File: src/rtl/if_id_queue.sv
// Elastic IF/ID boundary: a DEPTH-entry FIFO of {instruction, pc} beats between
// fetch and decode. Valid/ready on both sides, with a synchronous flush that
// squashes every buffered beat. An empty queue presents NOP to decode.
module if_id_queue #(
  parameter int              XLEN      = 32,
  parameter int              DEPTH     = 4,
  parameter logic [XLEN-1:0] NOP_INSTR = XLEN'(32'h0000_0013)
) (
  input  logic                       clock,
  input  logic                       reset,
  input  logic                       flush,
  input  logic                       in_valid,
  output logic                       in_ready,
  input  logic [XLEN-1:0]            in_instruction,
  input  logic [XLEN-1:0]            in_pc,
  output logic                       out_valid,
  input  logic                       out_ready,
  output logic [XLEN-1:0]            out_instruction,
  output logic [XLEN-1:0]            out_pc,
  output logic [$clog2(DEPTH+1)-1:0] count
);
  localparam int PW = $clog2(DEPTH);
  localparam int CW = $clog2(DEPTH+1);

  // Storage is never reset: out_valid gates what decode sees.
  logic [DEPTH-1:0][XLEN-1:0] instr_mem;
  logic [DEPTH-1:0][XLEN-1:0] pc_mem;
  logic [PW-1:0]              wr_ptr;
  logic [PW-1:0]              rd_ptr;
  logic                       push;
  logic                       pop;

  // Handshakes and head view depend only on registered state. No pass-through
  // when full and no write-to-read bypass when empty.
  always_comb begin
    in_ready        = (count != CW'(DEPTH));
    out_valid       = (count != '0);
    push            = in_valid & in_ready;
    pop             = out_valid & out_ready;
    out_instruction = out_valid ? instr_mem[rd_ptr] : NOP_INSTR;
    out_pc          = out_valid ? pc_mem[rd_ptr]    : '0;
  end

  // Write the accepted beat into the tail slot; a flush-cycle push is dropped.
  always_ff @(posedge clock) begin
    if (push && !flush) begin
      instr_mem[wr_ptr] <= in_instruction;
      pc_mem[wr_ptr]    <= in_pc;
    end
  end

  // Pointers and occupancy; flush wins over push/pop, pointers wrap modulo DEPTH.
  always_ff @(posedge clock or posedge reset) begin
    if (reset) begin
      wr_ptr <= '0;
      rd_ptr <= '0;
      count  <= '0;
    end else if (flush) begin
      wr_ptr <= '0;
      rd_ptr <= '0;
      count  <= '0;
    end else begin
      if (push) wr_ptr <= wr_ptr + PW'(1);
      if (pop)  rd_ptr <= rd_ptr + PW'(1);
      case ({push, pop})
        2'b10:   count <= count + CW'(1);
        2'b01:   count <= count - CW'(1);
        default: count <= count;
      endcase
    end
  end
endmodule

File: config.mk
export PLATFORM = sky130hd
export DESIGN_NAME = if_id_queue
export DESIGN_NICKNAME = d
export VERILOG_FILES = /design/src/rtl/if_id_queue.sv
export SDC_FILE = /design/constraint.sdc
export NUM_CORES = 1
export LEC_CHECK = 0
export ABC_AREA = 1
export CORE_MARGIN = 2
export CORE_UTILIZATION = 35
export DETAILED_ROUTE_END_ITERATION = 12
export SETUP_SLACK_MARGIN = 0.5
export SYNTH_ARGS = -nofsm -noshare
export SYNTH_HDL_FRONTEND = slang
export SYNTH_SLANG_ARGS = --single-unit
File: constraint.sdc
create_clock -name clock -period 4.46 [get_ports clock]
set_clock_uncertainty 0.05 [all_clocks]
set_input_delay 0.669 -clock clock [delete_from_list [all_inputs] [get_ports clock]]
set_output_delay 0.669 -clock clock [all_outputs]
set_load 0.005 [all_outputs]
Yosys cells after proc, flatten, opt, wreduce, memory -nomap -nowiden
Index checks and enable logic that the tools add are counted.

Flip-flop bits (word level): 263.

Add/sub/neg operators: 4. Muxes and demuxes: 16. Equal/unequal tests: 3. Reductions and logical operators: 7. Bitwise logic cells: 2. $lt $le $gt $ge: 3.

Operator list (number): $bwmux W128 (2); $mux W32 (5); $bmux W32 S2 (2); $demux W32 S2 (1); $mux W2 (4); $lt A2 B3 Y1 const B (2); $pmux W3 S2 (1); $reduce_bool A3 Y1 (2); $add A2 B1 Y2 const B (2); $reduce_bool A2 Y1 (2); $add A3 B1 Y3 const B (1); $mux W3 (1); $ne A3 B3 Y1 const B (1); $sub A3 B1 Y3 const B (1); $and A1 B1 Y1 (2); $eq A2 B1 Y1 const B (1); $eq A2 B2 Y1 const B (1); $ge A2 B1 Y1 const B (1); $logic_and A1 B1 Y1 (2); $logic_not A1 Y1 (1).

Depth between registers and ports, before layout
Gate-level depths: netlist (run 1).

Depth in word-level cells: 5. Gate-level depth with buffers: 12. Gate-level depth less buffers: 12.

Worst setup path before layout (run 1)
Ideal clock, no wire load.

Path kind: input port to flip-flop. Start point: in in_valid. End point: reg instr_mem[0] (netlist bit) (enable). Path buffers: 0. Arrival: 3573 ps. Cell stages on the path: 4. Setup time: 486 ps. Data required time: 3924 ps. Path slack: 351 ps. Cells stage by stage: nand2_2 > inv_2 > nand2_1 > nor2_1.

Longest elaborated chain between the ends: 2.

Ends and longest elaborated chain: start: declaration (RTL line 12) `input logic in_valid,`; $and A1 B1 Y1 (RTL line 38) `push = in_valid & in_ready;`; $logic_and A1 B1 Y1 (RTL line 46) `if (push && !flush) begin`; end signal: indexed assignment (RTL line 47) `instr_mem[wr_ptr] <= in_instruction;`; end: declaration (RTL line 26) `logic [DEPTH-1:0][XLEN-1:0] instr_mem;`.

No other way between the ends. A chain may end at the register's enable or synchronous reset.

Worst setup path after layout (run 1)
Start point: reg rd_ptr[0]. End point: out out_instruction[4].

Longest elaborated chain between the ends: 3.

Ends and longest elaborated chain: start: declaration (RTL line 29) `logic [PW-1:0] rd_ptr;`; start signal: assignment (RTL line 64) `if (pop) rd_ptr <= rd_ptr + PW'(1);`; $bmux W32 S2 (RTL line 40) `out_instruction = out_valid ? instr_mem[rd_ptr] : NOP_INSTR;`; $mux W32 (implied by the code) (RTL line 40); $mux W32 (RTL line 40); end: declaration (RTL line 18) `output logic [XLEN-1:0] out_instruction,`.

No other way between the ends. The select of a mux whose other input is x is not followed.

==> flow_summary_export.csv, run 1 <==
group,metric,value,unit
cells_and_area,final_layout_size_suffix_gt1_frac,0.0701,
floorplan,die_h,176,um
timing,hold_viol,0,
clocking,cts_root_buffer,"clkbuf_16",
clocking,cts_tree,"built",
cells_and_area,multiInputGateArea,2190,sq um
global_routing,grt_pass1_wl,36400,um
cells_and_area,final_cell_mix,"nor2_1, edfxtp_1, clkdlybuf4s50_1",
timing,setup_viol,0,
logic_synthesis,synth_nets,889,
place,place.gp.congestion,0.728,
logic_synthesis,synth_cells,815,
critical_path,critPathArrivalTime,2.99,ns
floorplan,fp-row-count,62,
clocking,htree_levels,1,
timing,hold_slack,0.335,ns
critical_path,worst-path-max-fanout,92,
cells_and_area,final_nets,1021,
power_and_ir_drop,peakVddDrop,0.348,mV
clocking,clock_latency,0.54,ns
drt,routed_via_density,4.80,
min_path,worstHoldPathType,"primary input to asynchronous set/reset pin",
floorplan,initial_core_util,0.357,
timing,maxSlewViolCount,0,
drt,detail_route.wl_per_cell,17.6,um
cells_and_area,final_util,0.453,
place,portBuffers,137,
floorplan,core_area,28900,sq um
critical_path,path_class,"flop to primary output",
drt,drc,0,
global_routing,antenna_found_initial,1,
logic_synthesis,ys_seq_area_frac,0.760,
logic_synthesis,ys_types,23,
timing,rsz0062_at_grt,"false",
cells_and_area,area_delta_synth_final,26.7,%
timing,final_min_period_over_clock_period,0.832,
timing,worst_slew_pin_slew,1.02,ns
logic_synthesis,yosys_warnings,0,
timing,fmax,0.269,GHz
place,dp_hpwl,13400,um
timing,slew_headroom,0.320,
logic_synthesis,avgSynthCellArea,12.7,sq um
global_routing,grt_pass1_vias,6625,
floorplan,ios,138,
drt,drtAntennaViolNets,0,
cells_and_area,diodes,0,
power_and_ir_drop,p_leak,4.41,nW
timing,tns,0,ns
global_routing,overflow,0,
floorplan,die-area,30900,sq um
cells_and_area,fillers,2592,
power_and_ir_drop,cellPowerDensity,583,nW/um^2
logic_synthesis,syn_area,10300,sq um
clocking,path_clk_slew,0.06,ns
floorplan,die_w,176,um
critical_path,worstSetupStartpointType,"flop",
timing,layout_min_cycle_time,3.71,ns
power_and_ir_drop,total_power,0.00765,W
run_status,status,"completed",
drt,dr.pass1.iters,4,
clocking,clkSinkCount,263,
critical_path,crit_start,"rd_ptr[0]",
cells_and_area,design_area,13100,sq um
logic_synthesis,synth_top_area_frac,0.743,
critical_path,cp-end-kind,"primary output",
logic_synthesis,yosys.area.top_type,"edfxtp_1",
drt,drt_iter0_drc,589,
drt,vias,6495,
run,cap_viol_max_count,0,
logic_synthesis,synth_area_leaders,"edfxtp_1, nor2_1, o21ai_0, a21oi_1, dfrtp_1",
critical_path,crit-reg2reg-launch,"count[0]",
drt,wl,23900,um
clocking,cts_buffers,29,
place,dpl_cell_area,12100,sq um
logic_synthesis,synth-seq-cells,263,
cells_and_area,regArea,7870,sq um
global_routing,grt_start_max_net_pins,93,
critical_path,cp.required,3.74,ns
clocking,cts_buffer_depth,3,
global_routing,grt_use_total,0.152,
flip-flops by register name, summed over array words and instances (netlist names):
register   flops
wr_ptr         2
rd_ptr         2
count          3
pc_mem       128
instr_mem    128
through the flow:
step	cells	worst slack, ns
2_1_floorplan	815	0.351
3_3_place_gp	1300	1.16
3_5_place_dp	1300	1.11
4_1_cts	1354	0.530
5_1_grt	1354	0.578
6_report	1354	0.748
Yosys cell counts:
master	instances
buf_2	8
buf_1	6
o21ai_0	124
edfxtp_1	256
nand2_2	2
ha_1	4
o311ai_0	3
clkinv_1	1
buf_6	2
nor2_2	2
nand3b_1	1
inv_1	12
buf_4	14
o21ai_1	4
dfrtp_1	7
fa_1	1
clkbuf_1	18
xnor2_1	1
nor2_1	260
inv_2	3
a21oi_1	64
nand3_1	5
nand2_1	17
layer usage:
| metal | wire (um) | track usage | vias up |
|---|---|---|---|
| li1 | - | - | 3147 |
| met1 | 10300 | 0.196 | 3143 |
| met2 | 11700 | 0.267 | 174 |
| met3 | 1470 | 0.0310 | 31 |
| met4 | 396 | 0.0327 | 0 |
| met5 | 0 | 0 | - |
timing repair:
item,CTS,global route
gates resized for setup,0,1
endpoints found under the setup margin,0,2
hold buffers,0,0
buffers inserted,0,0
worst paths after layout:
path	endpoint	slack (ns)	cells past startpoint
setup / recovery	out_instruction[4]	0.75	5
hold / removal	rd_ptr[0]	0.34	2
setup reg to reg	instr_mem[89]	2.01	7
hold reg to reg	count[1]	0.53	2
max in group asynchronous	rd_ptr[0]	3.75	2
min in group clock	count[1]	0.53	2
where the power goes:
group	switching (W)	internal (W)	total, W	leakage (nW)
clock	0.000925	0.00148	0.00240	0.469
sequential	0.0000790	0.00286	0.00294	2.42
combinational	0.00125	0.00106	0.00231	1.52
total	0.00225	0.00540	0.00765	4.41
worst max-delay path: stages (launching register included):
cell,delay [ns]
dfrtp_4,0.64
inv_4,0.34
buf_12,0.32
nor2_1,0.07
o311ai_0,0.37
clkdlybuf4s50_1,0.58
final cells by class:
type                    instances  share of cell area
flip-flops and latches        263               0.600
multi-input cells             488               0.167
repair buffers                149               0.117
clock buffers                  35              0.0571
well taps                     384              0.0366
clock inverters                19              0.0169
inverters                      16             0.00477
kinds of logic after synthesis:
family / share of synthesized area
flip-flops: 0.760
AO/OA/AOI/OAI: 0.0954
XOR/XNOR: 0.000847
buffers and inverters: 0.0307
AND/OR/NAND/NOR: 0.106
adder cells (fa/ha/maj): 0.00677
Power figures use the tool's default switching activity.
==> run 2, diff against run 1 <==
==> constraint.sdc (replaced) <==
create_clock -name clock -period 3.9 [get_ports clock]
set_clock_uncertainty 0.05 [all_clocks]
set_input_delay 0.585 -clock clock [delete_from_list [all_inputs] [get_ports clock]]
set_output_delay 0.585 -clock clock [all_outputs]
set_load 0.005 [all_outputs]
==> run 2 against run 1 <==
Compared with the run above: setup slack worse by 0.063 ns; non-clock buffer count up 7; die area unchanged; first-iteration DRC count down 8.7%; clock power up 4%; via count up 0.20%; sequential share of layout area up 0.20 points; combinational power up 19%; largest cell class unchanged.
==> flow_summary_export.csv, run 2 (synthesis gave the netlist of run 1 again) <==
group,metric,value,unit
global_routing,overflow,0,
drt,drtAntennaViolNets,0,
critical_path,rr_worst_depth,7,
run_status,status,"completed",
floorplan,ios,138,
place,portBuffers,137,
timing,setup_viol,0,
critical_path,cp-end-kind,"primary output",
timing,fmax,0.311,GHz
critical_path,crit-reg2reg-launch,"count[0]",
drt,wl,24000,um
power_and_ir_drop,total_power,0.00856,W
global_routing,grt_start_max_net_pins,130,
critical_path,crit_path_top_delay_cell,"clkdlybuf4s50_1",
floorplan,initial_core_util,0.357,
critical_path,path_class,"flop to primary output",
place,place.gp.congestion,0.732,
critical_path,critPathMaxStageDelay,0.57,ns
floorplan,core_area,28900,sq um
cells_and_area,regArea,7870,sq um
timing,rsz0062_at_grt,"false",
run,cap_viol_max_count,0,
clocking,cts_buffer_depth,3,
floorplan,die_w,176,um
cells_and_area,multiInputGateArea,2190,sq um
critical_path,worstSetupStartpointType,"flop",
clocking,cts_tree,"built",
critical_path,crit_path_cell_trace,"clkinv_4, buf_12, nor2_1, o311ai_0, clkdlybuf4s50_1",
clocking,htree_levels,1,
global_routing,grt_pass1_wl,35900,um
critical_path,worst-path-max-fanout,64,
clocking,clkSinkCount,263,
cells_and_area,fillers,2618,
min_path,worstHoldPathType,"primary input to asynchronous set/reset pin",
cells_and_area,final_layout_size_suffix_gt1_frac,0.0709,
place,dp_hpwl,13400,um
floorplan,die_h,176,um
cells_and_area,top_regs,"instr_mem (128), pc_mem (128), count (3)",
drt,detail_route.wl_per_cell,17.7,um
critical_path,critPathArrivalTime,2.58,ns
drt,drt_iter0_drc,538,
clocking,path_clk_slew,0.06,ns
power_and_ir_drop,p_leak,4.40,nW
place,dpl_cell_area,12200,sq um
timing,slew_headroom,0.420,
drt,drc,0,
drt,dr.pass1.iters,5,
cells_and_area,final_nets,1027,
drt,vias,6508,
floorplan,die-area,30900,sq um
timing,worst_slew_pin_slew,0.869,ns
timing,final_min_period_over_clock_period,0.824,
clocking,cts_buffers,28,
drt,routed_via_density,4.79,
timing,finalWorstSetupSlack,0.685,ns
critical_path,cp.required,3.26,ns
timing,layout_min_cycle_time,3.21,ns
cells_and_area,design_area,13100,sq um
timing,hold_viol,0,
cells_and_area,final_cell_mix,"nor2_1, edfxtp_1, clkdlybuf4s50_1",
clocking,cts_hold_buf,0,
clocking,clock_latency,0.52,ns
global_routing,grt_use_total,0.149,
cells_and_area,area_delta_synth_final,26.3,%
floorplan,fp-row-count,62,
critical_path,r2r_slack,1.63,ns
power_and_ir_drop,cellPowerDensity,655,nW/um^2
power_and_ir_drop,peakVddDrop,0.450,mV
global_routing,grt_pass1_vias,6354,
place,pre_cts_ws,0.936,ns
global_routing,antenna_found_initial,0,
clocking,cts_root_buffer,"clkbuf_16",
timing,maxSlewViolCount,0,
critical_path,worstReg2RegEnd,"pc_mem[36]",
-- run 2: cell types whose count changed in the layout (fill, tap and decap cells not counted), moves of 2 or more --
cell,delta
buf_4,+8
buf_12,-3
bufinv_16,-3
clkinv_1,+2
clkinv_2,-2
clkinv_4,+2
-- run 2: how the worst max path moves through the flow --
stage	from	slack, ns	cells after the start	to
floorplan	count[0]	-0.15	6	instr_mem[0]
global placement	rd_ptr[0]	0.96	5	out_instruction[0]
detailed placement	rd_ptr[0]	0.94	5	out_instruction[0]
CTS	rd_ptr[0]	0.54	4	out_instruction[0]
global route	rd_ptr[0]	0.55	5	out_instruction[1]
finish	rd_ptr[0]	0.69	5	out_instruction[1]
-- run 2: layer usage --
metal  wire length [um]  global-route usage  vias up
met3               1350              0.0305       29
met4                383              0.0293        0
met5                  0                   0        -
met1              10700               0.198     3137
met2              11600               0.255      181
li1                   -                   -     3161
-- run 2: timing repair --
action | CTS | global route
gates resized for setup | 1 | 2
buffers inserted | 0 | 0
gates cloned | 0 | 1
hold endpoints to repair | 0 | 0
setup endpoints to repair | 1 | 2
-- run 2: report_power, final --
group | switching (W) | internal, W
Combinational | 0.00148 | 0.00126
Clock | 0.00101 | 0.00148
Sequential | 0.0000600 | 0.00327
-- run 2: metrics by stage --
step           hold slack (ns)  setup TNS, ns   util  instances
6_report                 0.258              0  0.452       1358
2_1_floorplan            0.338         -38.41      -        815
4_1_cts                  0.243              0  0.450       1356
3_5_place_dp             0.525              0  0.420       1306
5_1_grt                  0.272              0  0.452       1357
3_3_place_gp             0.519              0  0.420       1306
-- run 2: critical path, delay by kind of cell (launching register included) --
kind / cells / cell delay (ns)
AOI/OAI and AO/OA: 1 / 0.34
buffers and inverters: 3 / 1.07
DFF: 1 / 0.53
and+or+nand+nor: 1 / 0.06
-- run 2: final cells by class --
cell class / count / share of cell area
clock buffer: 35 / 0.0573
clock inverter: 15 / 0.00929
timing repair buffer: 156 / 0.122
antenna: 1 / 0.000191
multi-input combinational: 488 / 0.168
inverter: 16 / 0.00498
sequential: 263 / 0.602
tap: 384 / 0.0368
==> run 3, diff against run 2 <==
==> constraint.sdc (replaced) <==
create_clock -name clock -period 3.1 [get_ports clock]
set_clock_uncertainty 0.05 [all_clocks]
set_input_delay 0.465 -clock clock [delete_from_list [all_inputs] [get_ports clock]]
set_output_delay 0.465 -clock clock [all_outputs]
set_load 0.005 [all_outputs]
==> run 3 against run 2 <==
Compared with the run above: wire length rose by 16%; non-clock buffer count grew 58; setup slack got worse by 0.41 ns; register-to-register slack got worse by 0.59 ns; core utilization is 3.7 points higher; final cell count grew 4.0%; critical path depth is 1 higher; sequential power grew 26%; sequential share of layout area down 4.5 points; first-iteration DRC count is 12% lower; flip-flop and latch count unchanged; critical endpoint is now out_instruction[31]; largest power group is now combinational cells.
==> flow_summary_export.csv, run 3 (synthesis gave the netlist of run 1 again) <==
group,metric,value,unit
run_status,status,"completed",
cells_and_area,final_layout_size_suffix_gt1_frac,0.197,
critical_path,critPathArrivalTime,2.31,ns
timing,maxSlewViolCount,0,
global_routing,antenna_found_initial,0,
critical_path,cp-end-kind,"primary output",
critical_path,r2r_slack,1.04,ns
drt,dr.pass1.iters,5,
min_path,worstHoldPathType,"primary input to asynchronous set/reset pin",
critical_path,worstReg2RegEnd,"instr_mem[52]",
drt,routed_via_density,4.88,
critical_path,crit_path_top_delay_cell,"clkdlybuf4s50_1",
clocking,path_clk_slew,0.06,ns
cells_and_area,layout_commonest_cell,"edfxtp_1",
global_routing,grt_start_max_net_pins,65,
floorplan,die_h,176,um
critical_path,worstSetupStartpointType,"flop",
floorplan,die_w,176,um
floorplan,fp-row-count,62,
power_and_ir_drop,cellPowerDensity,854,nW/um^2
power_and_ir_drop,p_leak,5.40,nW
clocking,cts_buffers,28,
global_routing,grt_use_total,0.170,
clocking,clkSinkCount,263,
place,portBuffers,137,
critical_path,cp.required,2.58,ns
drt,drt_iter0_drc,473,
place,place.gp.congestion,0.691,
timing,hold_viol,0,
floorplan,die-area,30900,sq um
critical_path,rr_worst_depth,7,
critical_path,path_class,"flop to primary output",
drt,drtAntennaViolNets,0,
global_routing,grt_pass1_vias,6704,
timing,tns,0,ns
timing,layout_min_cycle_time,2.83,ns
timing,worst_slew_pin_slew,0.438,ns
cells_and_area,diodes,0,
drt,drc,0,
global_routing,grt_pass1_wl,39700,um
timing,setup_viol,0,
clocking,clock_latency,0.54,ns
drt,vias,6895,
power_and_ir_drop,peakVddDrop,0.522,mV
floorplan,ios,138,
timing,fmax,0.354,GHz
critical_path,critPathMaxStageDelay,0.54,ns
drt,wl,27800,um
cells_and_area,fillers,2546,
run,cap_viol_max_count,0,
critical_path,crit_path_cell_trace,"buf_4, clkinv_8, buf_16, o21ai_0, a21oi_1, clkdlybuf4s50_1",
floorplan,initial_core_util,0.357,
global_routing,overflow,0,
floorplan,core_area,28900,sq um
critical_path,crit_family,"buffers and inverters",
cells_and_area,final_nets,1085,
clocking,cts_buffer_depth,3,
critical_path,cp_num_buf_inv,4,
clocking,cts_tree,"built",
cells_and_area,area_delta_synth_final,36.7,%
drt,detail_route.wl_per_cell,19.7,um
clocking,htree_levels,1,
clocking,cts_root_buffer,"clkbuf_16",
timing,slew_headroom,0.708,
timing,final_min_period_over_clock_period,0.912,
timing,rsz0062_at_grt,"true",
place,dp_hpwl,12300,um
cells_and_area,top_regs,"instr_mem (128), pc_mem (128), count (3)",
critical_path,crit-reg2reg-launch,"count[2]",
cells_and_area,final_cell_mix,"edfxtp_1, nor2_1, o21ai_0",
critical_path,worst-path-max-fanout,17,
power_and_ir_drop,total_power,0.0121,W
clocking,cts_hold_buf,0,
[run 3: worst register-to-register path: stages, from the launching register on]
cell     delay (ns)
dfrtp_1        0.40
buf_4          0.16
nand2_1        0.09
nand2_2        0.09
inv_2          0.08
nand2_1        0.23
nor2_4         0.18
buf_12         0.37
[run 3: timing repair]
item | CTS | global route
gates cloned | 14 | 5
gates resized for setup | 125 | 156
setup buffers | 20 | 23
setup endpoints to repair | 64 | 63
pin swaps | 15 | 35
endpoints found under the hold margin | 0 | 0
[run 3: cell type report]
cell class,instances,area [sq um],share of cell area
clock buffer,32,737,0.0521
tap,384,480,0.0340
sequential,263,7870,0.557
timing repair buffer,214,2480,0.176
inverter,16,75.1,0.00531
clock inverter,15,149,0.0105
multi-input combinational,488,2340,0.166
[run 3: how the worst max path moves through the flow]
stage          slack (ns)  cells after the start      start                  end
2_1_floorplan        0.08                      6   count[0]         instr_mem[0]
3_3_place_gp         0.52                      6  rd_ptr[0]            out_pc[2]
3_5_place_dp         0.54                      6  rd_ptr[0]            out_pc[2]
4_1_cts              0.20                      6  rd_ptr[0]           out_pc[27]
5_1_grt              0.17                      7  rd_ptr[0]           out_pc[11]
6_report             0.27                      6  rd_ptr[0]  out_instruction[31]
[run 3: layer usage]
| metal | share of wire | track usage |
|---|---|---|
| met1 | 0.44 | 0.224 |
| met2 | 0.48 | 0.291 |
| met3 | 0.055 | 0.0299 |
| met4 | 0.020 | 0.0410 |
| met5 | 0 | 0 |
[run 3: through the flow]
| step | instances | instance area, sq um | hold slack (ns) | util | setup WS, ns |
|---|---|---|---|---|---|
| floorplan | 815 | 10400 | 0.218 | - | 0.0765 |
| global placement | 1303 | 12200 | 0.534 | 0.421 | 0.521 |
| detailed placement | 1303 | 12200 | 0.526 | 0.421 | 0.539 |
| CTS | 1384 | 13700 | 0.108 | 0.474 | 0.201 |
| global route | 1412 | 14100 | 0.137 | 0.489 | 0.168 |
| finish | 1412 | 14100 | 0.117 | 0.489 | 0.273 |
[run 3: report_power, final]
| part | internal [W] | switching, W |
|---|---|---|
| Combinational | 0.00225 | 0.00237 |
| Sequential | 0.00412 | 0.0000791 |
| Clock | 0.00193 | 0.00133 |
| Total | 0.00830 | 0.00378 |
